[src/rtl/lsu_ctrl.sv]
// rtl/lsu_ctrl.sv - RV32I load/store unit controller with alignment, lane steering and timeout
module lsu_ctrl #(
    parameter int TIMEOUT = 16
) (
    input  logic        clk,
    input  logic        reset,
    input  logic        req_valid,
    input  logic        req_we,
    input  logic [2:0]  req_funct3,
    input  logic [31:0] req_addr,
    input  logic [31:0] req_wdata,
    output logic        stall,
    output logic [31:0] rdata_out,
    output logic        rdata_valid,
    output logic        err,
    output logic [1:0]  err_code,
    output logic        mem_req,
    output logic        mem_we,
    output logic [31:0] mem_addr,
    output logic [31:0] mem_wdata,
    output logic [3:0]  mem_be,
    input  logic        mem_ack,
    input  logic [31:0] mem_rdata
);

    localparam int CW = (TIMEOUT > 1) ? $clog2(TIMEOUT) : 1;
    localparam logic [CW-1:0] CNT_LAST = CW'(TIMEOUT - 1);

    typedef enum logic [1:0] {IDLE, REQ, DONE} state_t;

    state_t        state;
    logic [CW-1:0] cnt;
    logic [2:0]    f3_q;
    logic [1:0]    off_q;

    logic          illegal;
    logic          misaligned;
    logic          accept;
    logic [3:0]    be_next;
    logic [31:0]   wdata_next;
    logic [31:0]   load_data;
    logic [31:0]   byte_shift;
    logic [7:0]    byte_sel;
    logic [15:0]   half_sel;

    // Decode the presented request: legality, alignment, store lane steering
    always_comb begin
        illegal    = 1'b0;
        misaligned = 1'b0;
        be_next    = 4'hF;
        wdata_next = 32'h0;
        if (req_we)
            illegal = req_funct3[2] | (req_funct3[1:0] == 2'b11);
        else
            illegal = (req_funct3 == 3'b011) | (req_funct3[2:1] == 2'b11);
        misaligned = ((req_funct3[1:0] == 2'b01) & req_addr[0]) |
                     ((req_funct3[1:0] == 2'b10) & (req_addr[1:0] != 2'b00));
        if (req_we) begin
            case (req_funct3[1:0])
                2'b00: begin
                    be_next    = 4'b0001 << req_addr[1:0];
                    wdata_next = {4{req_wdata[7:0]}};
                end
                2'b01: begin
                    be_next    = 4'b0011 << {req_addr[1], 1'b0};
                    wdata_next = {2{req_wdata[15:0]}};
                end
                default: begin
                    be_next    = 4'hF;
                    wdata_next = req_wdata;
                end
            endcase
        end
        accept = (state == IDLE) & req_valid & ~illegal & ~misaligned;
        stall  = (state == REQ) | accept;
    end

    // Pick the addressed byte/half out of the returned word and extend it
    always_comb begin
        byte_shift = mem_rdata >> {off_q, 3'b000};
        byte_sel   = byte_shift[7:0];
        half_sel   = off_q[1] ? mem_rdata[31:16] : mem_rdata[15:0];
        case (f3_q)
            3'b000:  load_data = {{24{byte_sel[7]}}, byte_sel};
            3'b100:  load_data = {24'h0, byte_sel};
            3'b001:  load_data = {{16{half_sel[15]}}, half_sel};
            3'b101:  load_data = {16'h0, half_sel};
            default: load_data = mem_rdata;
        endcase
    end

    // Request FSM: accept in IDLE, hold the bus in REQ, report in DONE
    always_ff @(posedge clk) begin
        if (!reset) begin
            state       <= IDLE;
            cnt         <= '0;
            f3_q        <= 3'b000;
            off_q       <= 2'b00;
            rdata_out   <= 32'h0;
            rdata_valid <= 1'b0;
            err         <= 1'b0;
            err_code    <= 2'b00;
            mem_req     <= 1'b0;
            mem_we      <= 1'b0;
            mem_addr    <= 32'h0;
            mem_wdata   <= 32'h0;
            mem_be      <= 4'h0;
        end else begin
            err         <= 1'b0;
            err_code    <= 2'b00;
            rdata_valid <= 1'b0;
            case (state)
                IDLE: begin
                    if (req_valid) begin
                        if (illegal) begin
                            err      <= 1'b1;
                            err_code <= 2'b11;
                        end else if (misaligned) begin
                            err      <= 1'b1;
                            err_code <= 2'b01;
                        end else begin
                            state     <= REQ;
                            cnt       <= '0;
                            f3_q      <= req_funct3;
                            off_q     <= req_addr[1:0];
                            mem_req   <= 1'b1;
                            mem_we    <= req_we;
                            mem_addr  <= {req_addr[31:2], 2'b00};
                            mem_wdata <= wdata_next;
                            mem_be    <= be_next;
                        end
                    end
                end
                REQ: begin
                    if (mem_ack) begin
                        state       <= DONE;
                        mem_req     <= 1'b0;
                        rdata_valid <= 1'b1;
                        rdata_out   <= mem_we ? 32'h0 : load_data;
                    end else if (cnt == CNT_LAST) begin
                        state       <= DONE;
                        mem_req     <= 1'b0;
                        rdata_valid <= 1'b1;
                        rdata_out   <= 32'h0;
                        err         <= 1'b1;
                        err_code    <= 2'b10;
                    end else begin
                        cnt <= cnt + 1'b1;
                    end
                end
                DONE: begin
                    state     <= IDLE;
                    rdata_out <= 32'h0;
                end
                default: state <= IDLE;
            endcase
        end
    end

endmodule

[config.mk]
export PLATFORM = sky130hd
export DESIGN_NAME = lsu_ctrl
export DESIGN_NICKNAME = d
export VERILOG_FILES = /design/src/rtl/lsu_ctrl.sv
export SDC_FILE = /design/constraint.sdc
export NUM_CORES = 1
export LEC_CHECK = 0
export CAP_MARGIN = 10
export CORE_ASPECT_RATIO = 0.8
export CORE_MARGIN = 8
export CORE_UTILIZATION = 44
export DETAILED_ROUTE_END_ITERATION = 6
export PLACE_DENSITY = 0.81
export SETUP_SLACK_MARGIN = 0.05
export SLEW_MARGIN = 20
export SYNTH_ARGS = -nofsm -noshare
export SYNTH_HDL_FRONTEND = slang
export SYNTH_SLANG_ARGS = --single-unit
[constraint.sdc]
create_clock -name clk -period 2.1 [get_ports clk]
set_input_delay 0.21 -clock clk [delete_from_list [all_inputs] [get_ports clk]]
set_output_delay 0.21 -clock clk [all_outputs]
set_load 0.005 [all_outputs]
### After elaboration in Yosys (flattened, before gate mapping)

Cells that the tools add are included.

| storage, ports and cells | value |
|---|---|
| register bits | 115 |
| input bits | 104 |
| output and inout port bits | 107 |

| cells by class | value |
|---|---|
| add/sub/neg operators | 1 |
| equal/unequal tests | 17 |
| shifts and indexed selects | 3 |
| mux-type cells | 42 |
| bitwise logic cells | 11 |
| reductions and logical operators | 12 |

Operators by type and width:

| cell | number |
|---|---|
| $mux 32 | 4 |
| $pmux 32 s2 | 2 |
| $pmux 32 s4 | 1 |
| $shr 32x5->8 | 1 |
| $mux 4 | 6 |
| $mux 2 | 9 |
| $mux 16 | 1 |
| $pmux 4 s2 | 2 |
| $mux 1 | 13 |
| $ne 2x2->1 const B | 5 |
| $eq 2x2->1 const B | 4 |
| $pmux 2 s2 | 2 |
| $reduce_and 4->1 | 2 |
| $eq 3x3->1 const B | 2 |
| $reduce_and 6->1 | 1 |
| $reduce_bool 2->1 | 3 |
| $and 1x1->1 | 5 |
| $reduce_and 5->1 | 1 |
| $add 4x1->4 const B | 1 |
| $eq 2x1->1 const B | 2 |
| $eq 4x4->1 const B | 1 |
| $logic_not 2->1 | 2 |
| $or 1x1->1 | 4 |
| $pmux 1 s2 | 2 |
| other kinds (8) | 10 |

### Logic depth before layout (Yosys ltp)

| logic depth | value |
|---|---|
| word-level depth | 7 |
| mapped depth | 9 |

### Worst setup path before layout

Ideal clock, no wire load.

| timing path | value |
|---|---|
| path type | register to register |
| start point | register state[0] |
| end point | register rdata_out[22] |
| setup time | 0.122 ns |
| data arrival time | 1.745 ns |
| required time | 1.978 ns |
| slack | 0.233 ns |
| cell stages (with the launch flop) | 8 |
| path buffers | 2 |
| clock period less this slack | 1.867 ns |
| cell sequence | dfxtp_1 inv_1 ha_1 and4bb_2 and3_1 buf_1 clkbuf_1 a221o_1 |

| on the way | value |
|---|---|
| cells in the longest elaborated chain, start to end | 3 |
| elaborated cells between the ends (all ways) | 6 |
| classes of those cells | eq/ne: 3; mux: 1; reduce/logical: 2 |

RTL lines:

| item | RTL line | RTL |
|---|---|---|
| from (decl) | 31 | `state_t state;` |
| from (signal assigned) | 95 | `state <= IDLE;` |
| from (signal assigned) | 122 | `state <= REQ;` |
| from (signal assigned) | 136 | `state <= DONE;` |
| $eq 2x1->1 / $eq 2x2->1 (equally long branches) | 112 | `case (state)` |
| $ne 3x2->1 (no source line) / $reduce_bool 2->1 (equally long branches) | -- |  |
| $reduce_and 2->1 (no source line) | -- |  |
| to (signal assigned) | 139 | `rdata_out <= mem_we ? 32'h0 : load_data;` |
| to (decl) | 13 | `output logic [31:0] rdata_out,` |

Several ways; a longest one is shown, not always the timed one.
A chain may end at the register's enable or synchronous reset.

### Worst setup path after layout

| timing path | value |
|---|---|
| start point | input port req_funct3[2] |
| end point | output port stall |

| on the way | value |
|---|---|
| cells in the longest elaborated chain, start to end | 7 |
| elaborated cells between the ends (all ways) | 9 |
| classes of those cells | eq/ne: 2; mux: 1; bitwise: 6 |

RTL lines:

| item | RTL line | RTL |
|---|---|---|
| from (decl) | 9 | `input logic [2:0] req_funct3,` |
| $eq 3x2->1 / $eq 2x2->1 (equally long branches) | 55 | `illegal = (req_funct3 == 3'b011) \| (req_funct3[2:1] == 2'b11);` |
| $or 1x1->1 | 55 |  |
| $mux 1 * | 52 | `if (req_we)` |
| $not 1->1 (no source line) * | -- |  |
| $and 1x1->1 * (2 in a row) | 74 | `accept = (state == IDLE) & req_valid & ~illegal & ~misaligned;` |
| $or 1x1->1 * | 75 | `stall = (state == REQ) \| accept;` |
| to (decl) | 12 | `output logic stall,` |

Mark *: on every way between the ends. The rest lies on a longest branch, timed or not.

==> flow_summary.ini <==
[detailed_routing]
vias = 5539
drc = 0
vias_per_cell = 5.57
drt_iter0_drc = 491
wl_per_cell_um = 18.8
firstDrtPassIters = 5
wl_mm = 18.7
antenna_left = 0

[die]
num_rows = 36
core-area_um2 = 12000
io_pins = 211
dieHeight_um = 114
start_util = 0.443
die_w_um = 139
die_area_um2 = 15800

[synth]
synth.yosys.seq_area_share = 0.434
ys_ff_latch = 115
synth-edff-count = 0
synth_cells = 626
ys.flop_type = dfxtp_1
syn_area_per_cell_um2 = 8.47
synthDistinctLibCells = 51
syn_area_um2 = 5300
async_reset_ff_frac = 0
ys.warnings.count = 0

[global_routing]
grt_pass1_wl_mm = 29.3
grt_max_degree = 73
grtUsageTotal = 0.229
grt_remaining_overflow = 0
antenna_found_initial = 0
first_global_vias = 5643

[hold_path]
holdPathStages = 3
min_path_type = input port to flip-flop

[cts]
clkTransAtPathRegs_ps = 60
cts_hold_buffers = 0
insertion_delay_ps = 410
cts_tree = built
cts_buffers = 17
htreeDepth = 4
clock-sinks = 115
cts_max_path_buffers = 2
clockRootBuffer = clkbuf_16

[timing]
hold_viol_final = 0
max_freq_mhz = 493
finalCritPeriodShare = 0.966
relSlewSlack = 0.621
setup_violations = 0
worst-slew-pin-transition_ps = 568
skew_ps = 6.65
rsz0062_at_grt = true
fin_crit_ps = 2030
slew_viol_final = 0

[power_and_ir_drop]
p_leak_nw = 3.05
p_switching_mw = 1.49
ir_drop_v = 0.000646
p_clk_frac = 0.482
powerDensity_nw_per_um2 = 768
p_seq_frac = 0.366
switching_share = 0.235
p_int_mw = 4.86
power_frac_comb = 0.152
p_total_mw = 6.35

[worst_setup_path]
worstPathMaxFanout = 3
crit_arrival_ps = 1820
crit_family = buffers and inverters
cp_slowest_cell = clkdlybuf4s50_1
path_depth = 5
required_ps = 1890
worstPathCellList = clkdlybuf4s50_1 > nor4_4 > o21ai_4 > nand2_1 > clkdlybuf4s50_1
cpMostUsedCell = clkdlybuf4s50_1
crit_path_end_kind = primary output
worst-path-buf-inv = 2
cpPeakStageDelay_ps = 520
start_kind = input port
path_class = input port to primary output
reg2reg_depth = 6

[final_layout]
final_area_um2 = 8270
drive_above_1_share = 0.122
fin_nets = 939
antenna_cells = 0
syn_to_final_growth_pct = 56.0

[placement]
gp_congestion = 0.841
dp_hpwl_mm = 13.5
postPlaceCellArea_um2 = 7600
portBuffers = 208

[outcome]
outcome = completed

[job]
drv_cap = 0
logic make-up after synthesis:
| kind of cell | count (synthesis) | share of synthesized area |
|---|---|---|
| AOI/OAI and AO/OA | 181 | 0.216 |
| adders and majority gates | 4 | 0.00944 |
| buffers and inverters | 65 | 0.0569 |
| DFF | 115 | 0.434 |
| muxes | 33 | 0.0828 |
| other | 1 | 0.000707 |
| and+or+nand+nor | 227 | 0.200 |
state kept, by name, summed over array words and instances, names as in the netlist, 2 cells and up:
name,cells
f3_q,3
mem_be,4
cnt,4
rdata_out,32
off_q,2
err_code,2
mem_wdata,32
state,2
mem_addr,30
layout make-up:
cell class                 count  area [um2]
clock buffer                  21         470
sequential                   115        2300
clock inverter                 9         154
tap                          152         190
timing repair buffer         239        2390
multi-input combinational    447        2730
fill                         865        3710
inverter                      11        41.3
metal layers:
metal,up-vias,routed length (um),global-route usage
li1,2618,-,-
met1,2607,7210,0.241
met2,289,8640,0.381
met3,25,2610,0.129
met4,0,278,0.0810
met5,-,0,0
worst register-to-register path: cells and delay by family (launching register included):
kind,cells,cell delay [ps]
buffers and inverters,2,220
adder cells (fa/ha/maj),1,270
AO/OA/AOI/OAI,1,260
flip-flops,1,370
AND/OR/NAND/NOR,2,760
placed cells by master (no fill, tap or decap), types with 4 or more instances in the layout:
| cell | n |
|---|---|
| nand2_1 | 132 |
| o211ai_1 | 5 |
| nand2b_1 | 4 |
| nor3_1 | 4 |
| a21o_1 | 6 |
| a21oi_1 | 85 |
| mux2_2 | 17 |
| inv_1 | 7 |
| a31oi_1 | 7 |
| a211o_1 | 6 |
| mux4_2 | 6 |
| mux2i_1 | 9 |
| a221o_1 | 17 |
| clkbuf_16 | 17 |
| buf_4 | 25 |
| dfxtp_1 | 115 |
| buf_12 | 6 |
| nand3_1 | 33 |
| o22ai_1 | 8 |
| inv_2 | 4 |
| clkdlybuf4s50_1 | 208 |
| bufinv_16 | 4 |
| and3b_1 | 6 |
| nor2_1 | 20 |
| o21ai_0 | 28 |
| nor2b_1 | 10 |
Yosys cell counts (4+ instances only):
| cell | instances | area share |
|---|---|---|
| nor3_1 | 4 | 0.0038 |
| o22ai_1 | 8 | 0.0094 |
| a21oi_1 | 85 | 0.080 |
| o21ai_0 | 28 | 0.026 |
| nor2_1 | 20 | 0.014 |
| nor2b_1 | 10 | 0.012 |
| dfxtp_1 | 115 | 0.43 |
| mux2i_1 | 9 | 0.017 |
| a21o_1 | 6 | 0.0085 |
| ha_1 | 4 | 0.0094 |
| nand2b_1 | 4 | 0.0047 |
| nand3_1 | 33 | 0.031 |
| mux2_2 | 17 | 0.036 |
| a31oi_1 | 7 | 0.0083 |
| a221o_1 | 17 | 0.032 |
| nand2_1 | 132 | 0.093 |
| buf_1 | 4 | 0.0028 |
| inv_1 | 11 | 0.0078 |
| a211o_1 | 6 | 0.0099 |
| o211ai_1 | 5 | 0.0071 |
| buf_2 | 13 | 0.012 |
| and3b_1 | 6 | 0.0099 |
| mux4_2 | 6 | 0.025 |
| buf_4 | 5 | 0.0071 |
| clkbuf_1 | 29 | 0.021 |
power by group through the flow:
stage,logic (mW),clock network [mW],registers [mW]
after floorplan,0.406,0,2.37
after detailed placement,0.943,0,2.37
after global routing,1.04,3.19,2.34
after CTS,0.960,3.09,2.33
after global placement,0.921,0,2.37
final,0.965,3.06,2.33
stage by stage:
stage	TNS [ps]	utilization	setup slack [ps]	std cells	hold slack (ps)
floorplan	0	-	233	627	346
global placement	0	0.634	22.9	961	437
detailed placement	-898	0.634	-54.0	961	443
CTS	0	0.689	59.0	993	336
global route	-0.819	0.691	-0.819	994	353
finish	0	0.691	71.2	994	347
final timing paths:
path	start	end	slack [ps]
worst min register to register	mem_addr[16]	mem_addr[16]	450
worst max-delay path	req_funct3[2]	stall	70
worst min-delay path	req_addr[17]	mem_addr[17]	350
worst max register to register	state[1]	rdata_out[29]	160
what timing repair did:
action,CTS,global route
pin swaps,3,1
gates resized for setup,6,1
endpoints found under the setup margin,17,17
setup buffers,2,1
hold endpoints to repair,0,0
(Power assumes the default switching activity.)
